## config.mk

```make
export PLATFORM = sky130hd
export DESIGN_NAME = serial_addsub_ctrl
export DESIGN_NICKNAME = d
export VERILOG_FILES = /design/src/rtl/serial_addsub_ctrl.sv
export SDC_FILE = /design/constraint.sdc
export NUM_CORES = 1
export LEC_CHECK = 0
export ABC_AREA = 0
export BUFFER_PORTS_ARGS = -buffer_cell sky130_fd_sc_hd__buf_4
export CORE_UTILIZATION = 50
export DETAILED_ROUTE_END_ITERATION = 8
export GPL_ROUTABILITY_DRIVEN = 0
export PLACE_DENSITY_LB_ADDON = 0.15
export SKIP_LAST_GASP = 1
export SLEW_MARGIN = 10
export SYNTH_ARGS = -nofsm -noshare
export SYNTH_HDL_FRONTEND = slang
export SYNTH_HIERARCHICAL = 1
export SYNTH_SLANG_ARGS = --single-unit
```

## constraint.sdc

```tcl
create_clock -name clk -period 3 [get_ports clk]
set_clock_uncertainty 0.15 [all_clocks]
set_input_delay 0.6 -clock clk [delete_from_list [all_inputs] [get_ports clk]]
set_output_delay 0.6 -clock clk [all_outputs]
set_load 0.02 [all_outputs]
```

## src/rtl/serial_addsub_ctrl.sv

```systemverilog
// Serial 16-bit add/subtract/packed-saturating-add controller built around
// a single 4-bit add/sub slice that is time-multiplexed over four nibbles.

module add_sub_4 (
  input  logic [3:0] a_i,
  input  logic [3:0] b_i,
  input  logic       cin_i,
  output logic [3:0] sum_o,
  output logic       ovfl_o,
  output logic       cout_o
);

  logic [4:0] full;

  assign full   = {1'b0, a_i} + {1'b0, b_i} + {4'd0, cin_i};
  assign sum_o  = full[3:0];
  assign cout_o = full[4];
  // Signed overflow: equal operand signs but the sum sign differs.
  assign ovfl_o = (a_i[3] == b_i[3]) && (sum_o[3] != a_i[3]);

endmodule

module serial_addsub_ctrl (
  input  logic        clk,
  input  logic        rst,
  input  logic        start,
  input  logic [1:0]  op,
  input  logic [15:0] A,
  input  logic [15:0] B,
  output logic        busy,
  output logic        done,
  output logic [15:0] result,
  output logic        flag_z,
  output logic        flag_v,
  output logic        flag_n,
  output logic        err
);

  localparam logic [1:0] IDLE = 2'd0;
  localparam logic [1:0] RUN  = 2'd1;
  localparam logic [1:0] DONE = 2'd2;

  localparam logic [1:0] OP_ADD    = 2'b00;
  localparam logic [1:0] OP_SUB    = 2'b01;
  localparam logic [1:0] OP_PADDSB = 2'b10;
  localparam logic [1:0] OP_RSVD   = 2'b11;

  logic [1:0]  state_q, state_d;
  logic [1:0]  cnt_q, cnt_d;
  logic        carry_q, carry_d;
  logic [15:0] a_q, a_d;
  logic [15:0] b_q, b_d;
  logic [1:0]  op_q, op_d;
  logic [15:0] work_q, work_d;
  logic [15:0] result_q, result_d;
  logic        z_q, z_d;
  logic        v_q, v_d;
  logic        n_q, n_d;

  logic [3:0]  aNib, bNib, sliceB, sliceSum, nibOut;
  logic        sliceCin, sliceOvfl, sliceCout;
  logic [15:0] rawFull, satFull;

  assign aNib   = a_q[{cnt_q, 2'b00} +: 4];
  assign bNib   = b_q[{cnt_q, 2'b00} +: 4];
  assign sliceB = (op_q == OP_SUB) ? ~bNib : bNib;

  // Nibble 0 seeds the carry chain; PADDSB and reserved ops never chain.
  always_comb begin
    sliceCin = 1'b0;
    case (op_q)
      OP_ADD:  sliceCin = (cnt_q == 2'd0) ? 1'b0 : carry_q;
      OP_SUB:  sliceCin = (cnt_q == 2'd0) ? 1'b1 : carry_q;
      default: sliceCin = 1'b0;
    endcase
  end

  add_sub_4 u_slice (
    .a_i    (aNib),
    .b_i    (sliceB),
    .cin_i  (sliceCin),
    .sum_o  (sliceSum),
    .ovfl_o (sliceOvfl),
    .cout_o (sliceCout)
  );

  assign nibOut  = ((op_q == OP_PADDSB) && sliceOvfl)
                   ? (sliceSum[3] ? 4'h7 : 4'h8) : sliceSum;
  assign rawFull = {nibOut, work_q[11:0]};
  assign satFull = sliceOvfl ? (sliceSum[3] ? 16'h7FFF : 16'h8000) : rawFull;

  always_comb begin
    state_d  = state_q;
    cnt_d    = cnt_q;
    carry_d  = carry_q;
    a_d      = a_q;
    b_d      = b_q;
    op_d     = op_q;
    work_d   = work_q;
    result_d = result_q;
    z_d      = z_q;
    v_d      = v_q;
    n_d      = n_q;
    case (state_q)
      IDLE, DONE: begin
        if (start) begin
          a_d     = A;
          b_d     = B;
          op_d    = op;
          cnt_d   = 2'd0;
          carry_d = 1'b0;
          work_d  = 16'h0000;
          state_d = RUN;
        end else begin
          state_d = IDLE;
        end
      end
      RUN: begin
        work_d[{cnt_q, 2'b00} +: 4] = nibOut;
        carry_d = sliceCout;
        cnt_d   = cnt_q + 2'd1;
        // Last nibble: publish the result and, for ADD/SUB only, the flags.
        if (cnt_q == 2'd3) begin
          state_d = DONE;
          case (op_q)
            OP_ADD, OP_SUB: begin
              result_d = satFull;
              z_d      = (satFull == 16'h0000);
              n_d      = satFull[15];
              v_d      = sliceOvfl;
            end
            OP_PADDSB: result_d = rawFull;
            default:   result_d = 16'h0000;
          endcase
        end
      end
      default: state_d = IDLE;
    endcase
  end

  always_ff @(posedge clk) begin
    if (rst) begin
      state_q  <= IDLE;
      cnt_q    <= 2'd0;
      carry_q  <= 1'b0;
      a_q      <= 16'h0000;
      b_q      <= 16'h0000;
      op_q     <= OP_ADD;
      work_q   <= 16'h0000;
      result_q <= 16'h0000;
      z_q      <= 1'b0;
      v_q      <= 1'b0;
      n_q      <= 1'b0;
    end else begin
      state_q  <= state_d;
      cnt_q    <= cnt_d;
      carry_q  <= carry_d;
      a_q      <= a_d;
      b_q      <= b_d;
      op_q     <= op_d;
      work_q   <= work_d;
      result_q <= result_d;
      z_q      <= z_d;
      v_q      <= v_d;
      n_q      <= n_d;
    end
  end

  assign busy   = (state_q == RUN);
  assign done   = (state_q == DONE);
  assign err    = (state_q == DONE) && (op_q == OP_RSVD);
  assign result = result_q;
  assign flag_z = z_q;
  assign flag_v = v_q;
  assign flag_n = n_q;

endmodule

```

==> parameters.txt <==
Parameter                              Value

Global routing
  Number of global-route vias before repair ... 2620
  Pin count of the biggest net entering global routing ... 65
  Wire length of the first global-routing pass ... 12040 µm
  Number of antenna violations at the first check in global routing ... 0
  Remaining global-route overflow ... 0
  Global-route total usage across every layer ... 21.95%

Die
  Area enclosed by the die boundary ... 6884 µm²
  I/O Pins ... 59
  Core Box Area ... 6350 µm²
  Floorplan row count ... 29
  Horizontal extent of the die ... 82.97 µm
  Effective utilization at floorplan ... 51.63%
  Die height ... 82.97 µm

Clock network
  TritonCTS buffer count ... 9
  Maximum clock path buffer count ... 2
  Clock slew at the register clock pins of the worst setup and hold paths ... 0.07 ns
  Root buffer cell ... sky130_fd_sc_hd__clkbuf_8
  Source-to-sink clock delay at the later pin of the worst-skew pair ... 0.34 ns
  Number of H-tree branching levels ... 3
  Number of sinks handled by clock tree synthesis ... 70
  Clock tree from TritonCTS ... done

Placement
  Count of port buffers added during placement ... 58
  Instance area at placement ... 3869 µm²
  Cell total after placement ... 500
  Total half-perimeter wirelength after legalization and detailed placement ... 4968 µm

Flow run
  Reported max-cap violation count ... 0

Run status
  Violated checks ... setup timing
  Outcome ... finished with violations

Detailed routing
  Number of DRC markers after the initial detailed-route iteration ... 103
  Vias after detailed routing ... 2755
  Routed Antenna Nets ... 0
  Pre-Repair DR Iteration Count ... 4
  Post-detailed-route wirelength per cell ... 14.01 µm
  Total wire length ... 7257 µm
  Vias per Instance ... 5.319
  DRC viols ... 0

Timing
  Setup-violating endpoint count in the final report ... 21
  Post-layout min period ... 3.120 ns
  Min setup slack post-route ... -0.1198 ns
  Worst slew pin tran ... 0.7193 ns
  Top achievable clock speed ... 320.5 MHz
  Number of max-slew violations in the final report ... 0
  Unrepaired setup endpoints after global routing ... yes
  Final hold viol count ... 0
  Ratio of final minimum period to clock period ... 104.0%
  Rel. slew slack ... 52.05%

Logic synthesis
  Async set-reset flop share out of synthesis ... 0%
  Commonest cells post-synth ... sky130_fd_sc_hd__nand2_1 (90), sky130_fd_sc_hd__dfxtp_1 (70), sky130_fd_sc_hd__a21oi_1 (46)
  Unique masters post-synth ... 45
  Synthesized flop and latch total ... 70
  Post-synthesis average cell area ... 9.006 µm²
  Largest cells by area after synthesis ... sky130_fd_sc_hd__dfxtp_1 (43%), sky130_fd_sc_hd__nand2_1 (10%), sky130_fd_sc_hd__a21oi_1 (7.0%)
  Primary FF master, synth ... sky130_fd_sc_hd__dfxtp_1
  Synth warn ... 6
  Gate Count Post-Synth ... 364
  Netlist area before placement ... 3278 µm²
  Top cell type's share of synthesized area ... 42.75%
  Most instantiated library cell after synthesis ... sky130_fd_sc_hd__nand2_1
  Post-synthesis net count ... 410
  Library cell with the largest summed area after synthesis ... sky130_fd_sc_hd__dfxtp_1
  Number of enable flip-flop cells after synthesis ... 0
  Seq/Total Area, Yosys ... 42.75%

Worst setup path
  CP Data Arrival Time ... 3.23 ns
  Worst Setup Path Type ... reg -> reg
  Biggest fanout along the worst timing path ... 8
  CP startpoint kind ... flip-flop
  Crit. End Element ... flip-flop
  Required time of the critical path ... 3.11 ns

Power and ir drop
  Portion of total power attributed to combinational logic ... 19.8%
  Power per cell area ... 498.1 nW/µm²
  Internal power ... 0.001472 W
  Leakage power of the design ... 1.658 nW
  Proportion of power drawn by flip-flops and latches ... 48.1%
  Worst ir drop on vdd ... 0.0003582 V
  Sw Share ... 28.20%
  Switching pwr ... 0.0005782 W
  Part of the total power dissipated in the clock network ... 32.1%

Layout
  Design area ... 4116 µm²
  Finished Layout Cells ... 518
  Fraction of layout instances using a drive strength above 1 ... 29.48%
  Synthesis-to-finish area growth ... 25.57%
  Number of nets at the end of the flow ... 482
  Number of antenna repair diodes ... 0
  Utilization of the core after routing ... 64.83%

Min path
  Tightest Hold Check Type ... reg -> reg
final timing paths:
check	from	endpoint	slack, ns	cells past startpoint
setup / recovery	cnt_q[0]	flag_z	-0.12	10
hold / removal	a_q[3]	a_q[3]	0.30	2
setup reg to reg	cnt_q[0]	flag_z	-0.12	10
hold reg to reg	a_q[3]	a_q[3]	0.30	2
through the flow:
| stage | TNS [ns] | total power, W | setup WS, ns | hold slack [ns] |
|---|---|---|---|---|
| 6_report | -0.6094 | 0.002051 | -0.1198 | 0.3019 |
| 5_1_grt | -3.725 | 0.002147 | -0.2530 | 0.3262 |
| 4_1_cts | -0.4262 | 0.002040 | -0.04980 | 0.3059 |
| 3_5_place_dp | -1.579 | 0.001378 | -0.1080 | 0.2966 |
| 3_3_place_gp | -0.3601 | 0.001373 | -0.03534 | 0.2916 |
| 2_1_floorplan | 0 | 0.001237 | 0.001075 | 0.2815 |
critical path, cell delays in order (launching register included):
cell and delay, ns:
sky130_fd_sc_hd__dfxtp_4 0.41, sky130_fd_sc_hd__mux4_2 0.52, sky130_fd_sc_hd__xnor2_1 0.16, sky130_fd_sc_hd__fa_2 0.37, sky130_fd_sc_hd__a21o_1 0.19, sky130_fd_sc_hd__a21oi_4 0.18
sky130_fd_sc_hd__mux2_4 0.35, sky130_fd_sc_hd__buf_4 0.15, sky130_fd_sc_hd__nor4_2 0.26, sky130_fd_sc_hd__nand4_1 0.15, sky130_fd_sc_hd__o22ai_1 0.15
flip-flops by register name, summed over array words and instances, names as in the netlist, 2 cells and up:
| register | flops |
|---|---|
| a_q | 16 |
| b_q | 16 |
| result | 16 |
| work_q | 12 |
| cnt_q | 2 |
| op_q | 2 |
| state_q | 2 |
cell type report:
class	count	area (µm²)
inverter	8	30.03
multi-input combinational	264	1778
tap	77	96.34
fill	544	2233
timing repair buffer	83	639.4
clock inverter	4	22.52
clock buffer	12	145.1
sequential	70	1405
power by group through the flow:
stage	Sequential, W	Combinational [W]	Clock [W]
2_1_floorplan	0.00100	0.000237	0
5_1_grt	0.000992	0.000442	0.000713
6_report	0.000987	0.000406	0.000658
3_5_place_dp	0.00101	0.000369	0
4_1_cts	0.000988	0.000382	0.000671
3_3_place_gp	0.00101	0.000365	0
cell usage in the layout (no fill, tap or decap), types with 2 or more instances in the layout:
cell and n:
sky130_fd_sc_hd__nor2b_1 11, sky130_fd_sc_hd__mux4_1 3, sky130_fd_sc_hd__o21ai_0 4, sky130_fd_sc_hd__nor3_1 2, sky130_fd_sc_hd__clkbuf_8 10, sky130_fd_sc_hd__a211oi_2 9
sky130_fd_sc_hd__inv_1 7, sky130_fd_sc_hd__buf_4 81, sky130_fd_sc_hd__dfxtp_1 69, sky130_fd_sc_hd__o211ai_1 3, sky130_fd_sc_hd__nand2_1 90, sky130_fd_sc_hd__a211oi_1 2
sky130_fd_sc_hd__nand4_1 3, sky130_fd_sc_hd__nand3_1 9, sky130_fd_sc_hd__and2b_1 2, sky130_fd_sc_hd__o21ai_1 2, sky130_fd_sc_hd__mux4_2 5, sky130_fd_sc_hd__o2bb2ai_1 12
sky130_fd_sc_hd__a21oi_1 46, sky130_fd_sc_hd__nand2b_1 3, sky130_fd_sc_hd__ha_1 7, sky130_fd_sc_hd__nor2_1 13, sky130_fd_sc_hd__clkinv_2 3, sky130_fd_sc_hd__nor4_1 3
sky130_fd_sc_hd__a31oi_1 4, sky130_fd_sc_hd__xnor2_1 5, sky130_fd_sc_hd__clkbuf_1 2
per-layer routing:
metal,wire length (µm),global-route usage (%),vias to the layer above
met3,306,5.268,9
met2,3545,36.51,62
met1,3306,27.55,1280
li1,-,-,1404
met5,0,0,-
met4,99,8.464,0
repair_timing:
action                     4_1_cts  5_1_grt
gates resized for setup          5       10
setup buffers                    1        0
hold buffers                     0        0
setup endpoints to repair       30       30
gates cloned                     1        0
pin swaps                        1        1
logic make-up (layout without fill, tap and decap cells):
logic type | count (synthesis) | after routing | share of synthesized area [%]
mux | 11 | 12 | 7.366
flops | 70 | 70 | 42.75
simple gates | 148 | 148 | 20.69
xor+xnor | 8 | 8 | 2.137
fa+ha+maj | 9 | 9 | 3.893
buf+inv | 31 | 107 | 4.962
compound gates | 87 | 87 | 18.21
(Power assumes the default switching activity.)
